<file path="config.mk">
export PLATFORM = sky130hd
export DESIGN_NAME = axi_lite_master
export DESIGN_NICKNAME = d
export VERILOG_FILES = /design/src/rtl/axi_lite_master.sv
export SDC_FILE = /design/constraint.sdc
export NUM_CORES = 1
export LEC_CHECK = 0
export CORE_UTILIZATION = 41
export DETAILED_ROUTE_END_ITERATION = 16
export PLACE_DENSITY = 0.89
export SETUP_SLACK_MARGIN = 0.02
export SYNTH_ARGS = -nofsm -noshare
export SYNTH_HDL_FRONTEND = slang
export SYNTH_SLANG_ARGS = --single-unit
</file>
<file path="constraint.sdc">
create_clock -name clk -period 9.1 [get_ports clk]
set_clock_uncertainty 0.05 [all_clocks]
set_input_delay 2.73 -clock clk [delete_from_list [all_inputs] [get_ports clk]]
set_output_delay 2.73 -clock clk [all_outputs]
set_load 0.01 [all_outputs]
</file>
<file path="src/rtl/axi_lite_master.sv">
// AXI4-Lite initiator: one outstanding single-beat read or write per local command.
// Optional watchdog enabled by defining AXIL_MASTER_TIMEOUT_EN.
module axi_lite_master #(
  parameter int ADDR_WIDTH     = 32,
  parameter int DATA_WIDTH     = 32,
  parameter int TIMEOUT_CYCLES = 1024
) (
  input  logic                  clk,
  input  logic                  reset,
  input  logic                  i_cmd_valid,
  output logic                  o_cmd_ready,
  input  logic                  i_cmd_we,
  input  logic [ADDR_WIDTH-1:0] i_cmd_addr,
  input  logic [DATA_WIDTH-1:0] i_cmd_wdata,
  input  logic [3:0]            i_cmd_wstrb,
  output logic                  o_rsp_valid,
  output logic [DATA_WIDTH-1:0] o_rsp_rdata,
  output logic [1:0]            o_rsp_resp,
  output logic                  o_busy,
  output logic [ADDR_WIDTH-1:0] o_axi_awaddr,
  output logic                  o_axi_awvalid,
  input  logic                  i_axi_awready,
  output logic [DATA_WIDTH-1:0] o_axi_wdata,
  output logic [3:0]            o_axi_wstrb,
  output logic                  o_axi_wvalid,
  input  logic                  i_axi_wready,
  input  logic                  i_axi_bvalid,
  input  logic [1:0]            i_axi_bresp,
  output logic                  o_axi_bready,
  output logic [ADDR_WIDTH-1:0] o_axi_araddr,
  output logic                  o_axi_arvalid,
  input  logic                  i_axi_arready,
  input  logic                  i_axi_rvalid,
  input  logic [DATA_WIDTH-1:0] i_axi_rdata,
  input  logic [1:0]            i_axi_rresp,
  output logic                  o_axi_rready
);

  typedef enum logic [2:0] {
    S_IDLE, S_WR_REQ, S_WR_RESP, S_RD_REQ, S_RD_DATA, S_DONE
  } state_t;

  state_t                r_state;
  state_t                w_next_state;
  logic [ADDR_WIDTH-1:0] r_addr;
  logic [DATA_WIDTH-1:0] r_wdata;
  logic [3:0]            r_wstrb;
  logic                  r_aw_done;
  logic                  r_w_done;
  logic [DATA_WIDTH-1:0] r_rsp_rdata;
  logic [1:0]            r_rsp_resp;
  logic                  w_accept;
  logic                  w_aw_hs;
  logic                  w_w_hs;
  logic                  w_waiting;
  logic                  w_timeout;

  // Ready is gated by reset so nothing can be accepted while the block is held.
  assign o_cmd_ready   = (r_state == S_IDLE) && !reset;
  assign o_busy        = (r_state != S_IDLE);
  assign o_rsp_valid   = (r_state == S_DONE);
  assign o_rsp_rdata   = r_rsp_rdata;
  assign o_rsp_resp    = r_rsp_resp;
  assign o_axi_awaddr  = r_addr;
  assign o_axi_araddr  = r_addr;
  assign o_axi_wdata   = r_wdata;
  assign o_axi_wstrb   = r_wstrb;
  assign o_axi_awvalid = (r_state == S_WR_REQ) && !r_aw_done;
  assign o_axi_wvalid  = (r_state == S_WR_REQ) && !r_w_done;
  assign o_axi_arvalid = (r_state == S_RD_REQ);
  assign o_axi_bready  = (r_state == S_WR_RESP);
  assign o_axi_rready  = (r_state == S_RD_DATA);

  assign w_accept  = i_cmd_valid && o_cmd_ready;
  assign w_aw_hs   = o_axi_awvalid && i_axi_awready;
  assign w_w_hs    = o_axi_wvalid && i_axi_wready;
  assign w_waiting = (r_state == S_WR_REQ) || (r_state == S_WR_RESP) ||
                     (r_state == S_RD_REQ) || (r_state == S_RD_DATA);

`ifdef AXIL_MASTER_TIMEOUT_EN
  localparam int CNT_W = $clog2(TIMEOUT_CYCLES + 1);
  logic [CNT_W-1:0] r_tmo_cnt;

  always_ff @(posedge clk or posedge reset) begin
    if (reset) begin
      r_tmo_cnt <= '0;
    end else if (w_accept) begin
      r_tmo_cnt <= '0;
    end else if (r_state != S_IDLE) begin
      r_tmo_cnt <= r_tmo_cnt + CNT_W'(1);
    end
  end

  // Fires on the cycle whose closing edge would bring the count to the limit.
  assign w_timeout = w_waiting && (r_tmo_cnt == CNT_W'(TIMEOUT_CYCLES - 1));
`else
  assign w_timeout = 1'b0;
`endif

  always_ff @(posedge clk or posedge reset) begin
    if (reset) begin
      r_state <= S_IDLE;
    end else begin
      r_state <= w_next_state;
    end
  end

  always_comb begin
    w_next_state = r_state;
    case (r_state)
      S_IDLE:    if (w_accept) w_next_state = i_cmd_we ? S_WR_REQ : S_RD_REQ;
      S_WR_REQ:  if ((r_aw_done || w_aw_hs) && (r_w_done || w_w_hs)) w_next_state = S_WR_RESP;
      S_WR_RESP: if (i_axi_bvalid) w_next_state = S_DONE;
      S_RD_REQ:  if (i_axi_arready) w_next_state = S_RD_DATA;
      S_RD_DATA: if (i_axi_rvalid) w_next_state = S_DONE;
      S_DONE:    w_next_state = S_IDLE;
      default:   w_next_state = S_IDLE;
    endcase
    if (w_timeout) w_next_state = S_DONE;
  end

  always_ff @(posedge clk or posedge reset) begin
    if (reset) begin
      r_addr      <= '0;
      r_wdata     <= '0;
      r_wstrb     <= '0;
      r_aw_done   <= 1'b0;
      r_w_done    <= 1'b0;
      r_rsp_rdata <= '0;
      r_rsp_resp  <= '0;
    end else begin
      if (w_accept) begin
        r_addr    <= i_cmd_addr;
        r_wdata   <= i_cmd_wdata;
        r_wstrb   <= i_cmd_wstrb;
        r_aw_done <= 1'b0;
        r_w_done  <= 1'b0;
      end
      // AW and W complete independently; each valid drops after its own handshake.
      if (w_aw_hs) r_aw_done <= 1'b1;
      if (w_w_hs)  r_w_done  <= 1'b1;
      if (w_timeout) begin
        r_rsp_resp  <= 2'b11;
        r_rsp_rdata <= '0;
      end else if ((r_state == S_WR_RESP) && i_axi_bvalid) begin
        r_rsp_resp <= i_axi_bresp;
      end else if ((r_state == S_RD_DATA) && i_axi_rvalid) begin
        r_rsp_resp  <= i_axi_rresp;
        r_rsp_rdata <= i_axi_rdata;
      end
    end
  end

endmodule

</file>
==> results of run 1 <==
==> area by class of cell <==
cell class / instances / area, µm² / area share
Sequential cell: 107 / 2680 / 0.381
Clock buffer: 12 / 145 / 0.0207
Multi-Input combinational cell: 138 / 1420 / 0.202
Tap cell: 136 / 170 / 0.0242
Clock inverter: 2 / 37.5 / 0.00534
Inverter: 1 / 6.26 / 0.000891
Timing Repair Buffer: 257 / 2560 / 0.365
==> power breakdown <==
group          internal [mW]  switching [mW]  total, mW
combinational          0.788           0.423       1.21
clock                  0.132           0.150      0.282
sequential             0.715           0.162      0.877
==> cells by family (layout without fill, tap and decap cells) <==
| group | after synthesis | count (layout) | synth area share |
|---|---|---|---|
| and+or+nand+nor | 24 | 24 | 0.0375 |
| buffers and inverters | 47 | 272 | 0.0798 |
| DFF | 107 | 107 | 0.603 |
| AOI/OAI and AO/OA | 10 | 10 | 0.0164 |
| muxes | 104 | 104 | 0.263 |
==> worst max-delay path: stages <==
cell,delay [ps]
clkdlybuf4s50_1,530
nor2_1,150
clkdlybuf4s50_1,540
==> how the worst max path moves through the flow <==
stage | end | cells after the start | from | slack [ps]
global route | o_cmd_ready | 3 | reset | 2320
CTS | o_cmd_ready | 3 | reset | 2350
floorplan | o_cmd_ready | 1 | reset | 3420
global placement | o_cmd_ready | 3 | reset | 2360
detailed placement | o_cmd_ready | 3 | reset | 2350
finish | o_cmd_ready | 3 | reset | 2360
==> flip-flops by register name (all words and copies together) (netlist names) <==
name,count
o_axi_araddr,32
o_axi_wdata,32
o_axi_wstrb,4
o_rsp_rdata,32
o_rsp_resp,2
r_aw_done,1
r_state,3
r_w_done,1
==> routing by layer <==
metal | track usage | vias to the layer above | part of all wire
met5 | 0 | - | 0
met4 | 0.0843 | 0 | 0.019
met3 | 0.0490 | 19 | 0.070
met2 | 0.378 | 147 | 0.56
met1 | 0.208 | 1587 | 0.35
li1 | - | 1430 | -
==> per-stage QoR <==
stage	cells	total power, mW
floorplan	292	1.45
CTS	653	2.41
finish	653	2.37
global route	653	2.51
detailed placement	639	2.12
global placement	639	2.07
==> placed cells by master (no fill, tap or decap), drive strengths merged, types with 3 or more instances in the layout <==
master,Yosys,routed
buf,43,3
clkbuf,3,12
clkdlybuf4s50,0,254
dfrtp,107,107
mux2,101,101
mux2i,3,3
nand2,4,4
nor2,5,5
nor3b,6,6
==> synthesized netlist by cell type, drive strengths merged, types with 2 or more instances <==
library cell,number,share of area
nor2,5,0.0042
nor3b,6,0.013
mux2i,3,0.0068
clkbuf,3,0.0025
nand2,4,0.0034
o21ai,2,0.0023
mux2,101,0.26
and3b,2,0.0039
dfrtp,107,0.60
buf,43,0.076
nor4bb,2,0.0045
nand2b,2,0.0028
==> metrics.md, run 1 <==
| Metric | Value |
|---|---|
| Pin count of the biggest net entering global routing | 71 |
| Leakage | 2.86 nW |
| CTS buffer count | 9 |
| Layout fillers | 726 |
| End-of-flow core utilization | 0.674 |
| Seq/Total Area, Yosys | 0.603 |
| Die Wd | 106 µm |
| Total GRT Usage | 0.199 |
| Min-Delay Startpoint | o_rsp_rdata[0] |
| Unrepaired setup endpoints after global routing | no |
| Worst Max-Slew Pin Slew | 888 ps |
| Worst min path class | register to register |
| Fraction of layout cells with a size suffix above 1 | 0.234 |
| Syn_area_per_cell | ~15 µm² |
| Status | finished, final reports clean |
| Max_cap viols | 0 |
| Syn Std Cell Area | 4440 µm² |
| Initial Utilization | 0.426 |
| Worst reg-to-reg path cell count | 4 |
| Max clock buf depth | 2 |
| Post-CTS sizing | 0 |
| Initial DRC Count | 103 |
| VDD IR-drop max | 0.175 mV |
| Min Tclk post-route | 6740 ps |
| Post-synth EDFFs | 0 |
| Ys async rst share | 1.00 |
| Post-route ant nets | 0 |
| H-tree Lvls | 3 |
| Setup CP Type | input port to primary output |
| Sink Count | 107 |
| Setup TNS | 0 ps |
| Endpoint class of the critical path | primary output |
| First-pass GRT wire length | 17,300 µm |
| Setup ws final | 2360 ps |
| Endpoints failing hold | 0 |
| Pre-antenna DRT Iters | 4 |
| Die height | 106 µm |
| Area delta synth->final | 58.2% |
| Relative slew slack | 0.408 |
| #FFs+latches synth | about 110 |
| Reg2reg start | r_state[0] |
| Power per cell area | 338 nW/µm² |
| Total grt overflow | 0 |
| GP Congestion | between 0.7 and 0.8 |
| Period Utilization, post-route | 0.741 |
| Distinct cells, synth | 27 |
| Die area | approximately 11,000 µm² |
| Fmax | 148 MHz |
| Synth Net Count | between 400 and 500 |
| Reg clk slew, reported paths | 90 ps |
| Routed vias | 3,183 |
| Cts hold-fix bufs | 0 |
| Core area | roughly 10,000 µm² |
| Arrival time at the worst endpoint | about 4000 ps |
| Rows | 37 |
| Finished Cell Area | 7020 µm² |
| CTS tree | built |
| Root Driver | clkbuf_8 |
| DP Area | 6840 µm² |
| I/O Buffers | 254 |
| ANT cells | 0 |
| Final Max Slew Viols | 0 |
| Clock latency on the worst-skew pair | 360 ps |
| DR WL/cell | 16.6 µm |
| Vias in the first global route | 3,471 |
| Worst Hold Depth | 1 |
| Drt via density | ~4.9 |
| Crit path required time | 6320 ps |
| Hold Slack | approximately 460 ps |
| Initial antenna violation count | 0 |
| Final setup violation count | 0 |
| Flop-to-flop setup slack | 6530 ps |
| CP startpoint kind | input port |
| Hpwl dp | 8310 µm |
| Critical R2R Capture | o_axi_araddr[4] |
| WHS Endpoint | o_rsp_rdata[0] |
| Routed wire length | 10,900 µm |
| DR DRC count | 0 |
| Yosys warning count | 0 |
| Postcts setup bufs | 0 |
| Dpl ws | between 2000 and 2500 ps |
| IO Count | around 260 |
| Top FF cell, synth | dfrtp_1 |
| Worst-path fanout max | 4 |
| # nets final | 627 |
| Post-synthesis instance total | between 200 and 300 |
(Power assumes the default switching activity.)
==> inputs of run 2 (changes only) <==
--- a/config.mk
+++ b/config.mk
@@ -5,9 +5,9 @@
 export SDC_FILE = /design/constraint.sdc
 export NUM_CORES = 1
 export LEC_CHECK = 0
-export CORE_UTILIZATION = 41
+export CORE_UTILIZATION = 35
 export DETAILED_ROUTE_END_ITERATION = 16
-export PLACE_DENSITY = 0.89
+export PLACE_DENSITY = 0.81
 export SETUP_SLACK_MARGIN = 0.02
 export SYNTH_ARGS = -nofsm -noshare
 export SYNTH_HDL_FRONTEND = slang
==> constraint.sdc (replaced) <==
create_clock -name clk -period 5.8 [get_ports clk]
set_clock_uncertainty 0.05 [all_clocks]
set_input_delay 1.74 -clock clk [delete_from_list [all_inputs] [get_ports clk]]
set_output_delay 1.74 -clock clk [all_outputs]
set_load 0.01 [all_outputs]
==> metrics.md, run 2 (synthesis results as in run 1) <==
| Metric | Value |
|---|---|
| Drt via density | 4.53 (-7.0%) |
| End-of-flow core utilization | 0.590 (-0.0841) |
| Net Sw Frac | 0.304 (-0.00623) |
| Power per cell area | 540 nW/µm² (+60%) |
| GP Congestion | 0.760 (-1.3%) |
| Vias in the first global route | 3,240 (-6.7%) |
| Leakage | 2.91 nW (+1.8%) |
| Routed vias | 3,109 (-2.3%) |
| Crit path cell chain | clkdlybuf4s50_1 > nor2_1 > clkdlybuf4s50_1 |
| Postcts setup bufs | 0 (unchanged) |
| Max clock buf depth | 2 (unchanged) |
| Cts hold-fix bufs | 0 (unchanged) |
| Period Utilization, post-route | 0.821 |
| Pre-antenna DRT Iters | 3 (-1) |
| Total GRT Usage | 0.170 (-0.0294) |
| IO Count | 255 (unchanged) |
| DR DRC count | 0 (unchanged) |
| Status | finished, final reports clean |
| Final setup violation count | 0 (unchanged) |
| Core area | 12,200 µm² (+17%) |
| Setup TNS | 0 ps (unchanged) |
| Most frequent cells in the layout | 254 x clkdlybuf4s50_1, 107 x dfrtp_1, 101 x mux2_2 |
| Setup ws final | 1040 ps (-1320 ps) |
| Sw Pwr | 1.18 mW (+60%) |
| Worst-path fanout max | 4 (unchanged) |
| Routed wire length | 10,900 µm (+0.39%) |
| I/O Buffers | 254 (unchanged) |
| Post-route ant nets | 0 (unchanged) |
| VDD IR-drop max | 0.221 mV (+27%) |
| Reg clk slew, reported paths | 70 ps (-20 ps) |
| Endpoints failing hold | 0 (unchanged) |
| # nets final | 627 (unchanged) |
| Dpl ws | 1040 ps (-1310 ps) |
| Most common cell after layout, fill and taps aside | clkdlybuf4s50_1 |
| Crit path required time | 4010 ps (-2310 ps) |
| Endpoint class of the critical path | primary output |
| Die area | 13,100 µm² (+17%) |
| Setup CP Type | input port to primary output |
| Initial Utilization | 0.365 (-0.0611) |
| Root Driver | clkbuf_16 |
| Rows | 40 (+8.1%) |
| Relative slew slack | 0.388 (-0.0194) |
| Min Tclk post-route | 4760 ps |
| H-tree Lvls | 3 (unchanged) |
| CP most frequent cell | clkdlybuf4s50_1 |
| First-pass GRT wire length | 16,900 µm (-2.2%) |
| Die height | 115 µm (+8.1%) |
| Hpwl dp | 8240 µm (-0.87%) |
| Max_cap viols | 0 (unchanged) |
| Footprint of the multi-input gates | 1420 µm² (unchanged) |
| Combinational cell fraction of total power | 0.491 (-0.020) |
| Post-CTS sizing | 0 (unchanged) |
| Worst Max-Slew Pin Slew | 916 ps (+28.2 ps) |
| Die Wd | 115 µm (+8.1%) |
| Unrepaired setup endpoints after global routing | no |
| Arrival time at the worst endpoint | 2970 ps (-990 ps) |
| CP startpoint kind | input port |
| Register area | 2680 µm² (unchanged) |
| DR WL/cell | 15.9 µm (-4.4%) |
| Worst min path class | register to register |
| Fmax | 210 MHz |
| Initial DRC Count | 71 (-31%) |
| Max incr delay on CP | 550 ps (about the same) |
| Layout fillers | 988 (+36%) |
| Crit-path slowest cell | clkdlybuf4s50_1 |
| Internal power | 2.70 mW (+65%) |
| Hold Slack | 457 ps (-2.70 ps) |
| Sink Count | 107 (unchanged) |
| Area delta synth->final | 61.7% |
| Total grt overflow | 0 (unchanged) |
| CTS buffer count | 9 (unchanged) |
| Initial antenna violation count | 0 (unchanged) |
| Clk pwr share | 0.153 (+0.034) |
| Fraction of layout cells with a size suffix above 1 | 0.236 (+0.00148) |
| Pin count of the biggest net entering global routing | 57 (-20%) |
| Final Max Slew Viols | 0 (unchanged) |
| CTS tree | built |
| Tot Pwr | 3.87 mW (+63%) |
| ANT cells | 0 (unchanged) |
| Clock latency on the worst-skew pair | 340 ps (-20 ps) |
| Sequential share of power | 0.355 (-0.015) |
## run 2: cell types whose count changed in the layout (fill, tap and decap cells not counted), sizes merged
cell	previous run	this run
clkinv	0	1
clkbuf	12	11
inv	1	2
## run 2: layout make-up
class | instances | area share
clock inverters | 4 | 0.00715
clock buffers | 11 | 0.0324
inverters | 1 | 0.000872
repair buffers | 257 | 0.359
flip-flops and latches | 107 | 0.373
multi-input cells | 138 | 0.198
well taps | 168 | 0.0293
## run 2: layer usage
metal  vias to the layer above  GRT usage  share of wire
met1                      1522      0.193           0.38
met3                        13     0.0434          0.073
li1                       1436          -              -
met4                         0     0.0727          0.017
met5                         -          0              0
met2                       138      0.302           0.53
## run 2: final timing paths
kind / start / endpoint / slack (ps) / depth (start not counted)
setup / recovery: reset / o_cmd_ready / 1040 / 3
hold / removal: o_axi_wdata[13] / o_axi_wdata[13] / 460 / 1
setup reg to reg: r_state[0] / o_axi_araddr[3] / 3050 / 4
hold reg to reg: o_axi_wdata[13] / o_axi_wdata[13] / 460 / 1
max in group asynchronous: reset / o_axi_araddr[31] / 2610 / 3
min in group asynchronous: reset / r_w_done / 1950 / 2
## run 2: critical path, delay by kind of cell
family / cells / cell delay (ps)
buf+inv: 2 / 1080
simple gates: 1 / 150
## run 2: power by group through the flow
stage	clock network (mW)	logic [mW]	registers [mW]
finish	0.595	1.90	1.38
global placement	0	1.89	1.36
floorplan	0	0.758	1.51
CTS	0.616	1.93	1.38
global route	0.647	2.02	1.44
detailed placement	0	1.93	1.39
## run 2: through the flow
stage	area, µm²	cells
after floorplan	4440	292
after global placement	6890	671
after detailed placement	6890	671
after CTS	7180	686
after global routing	7180	686
final	7180	686
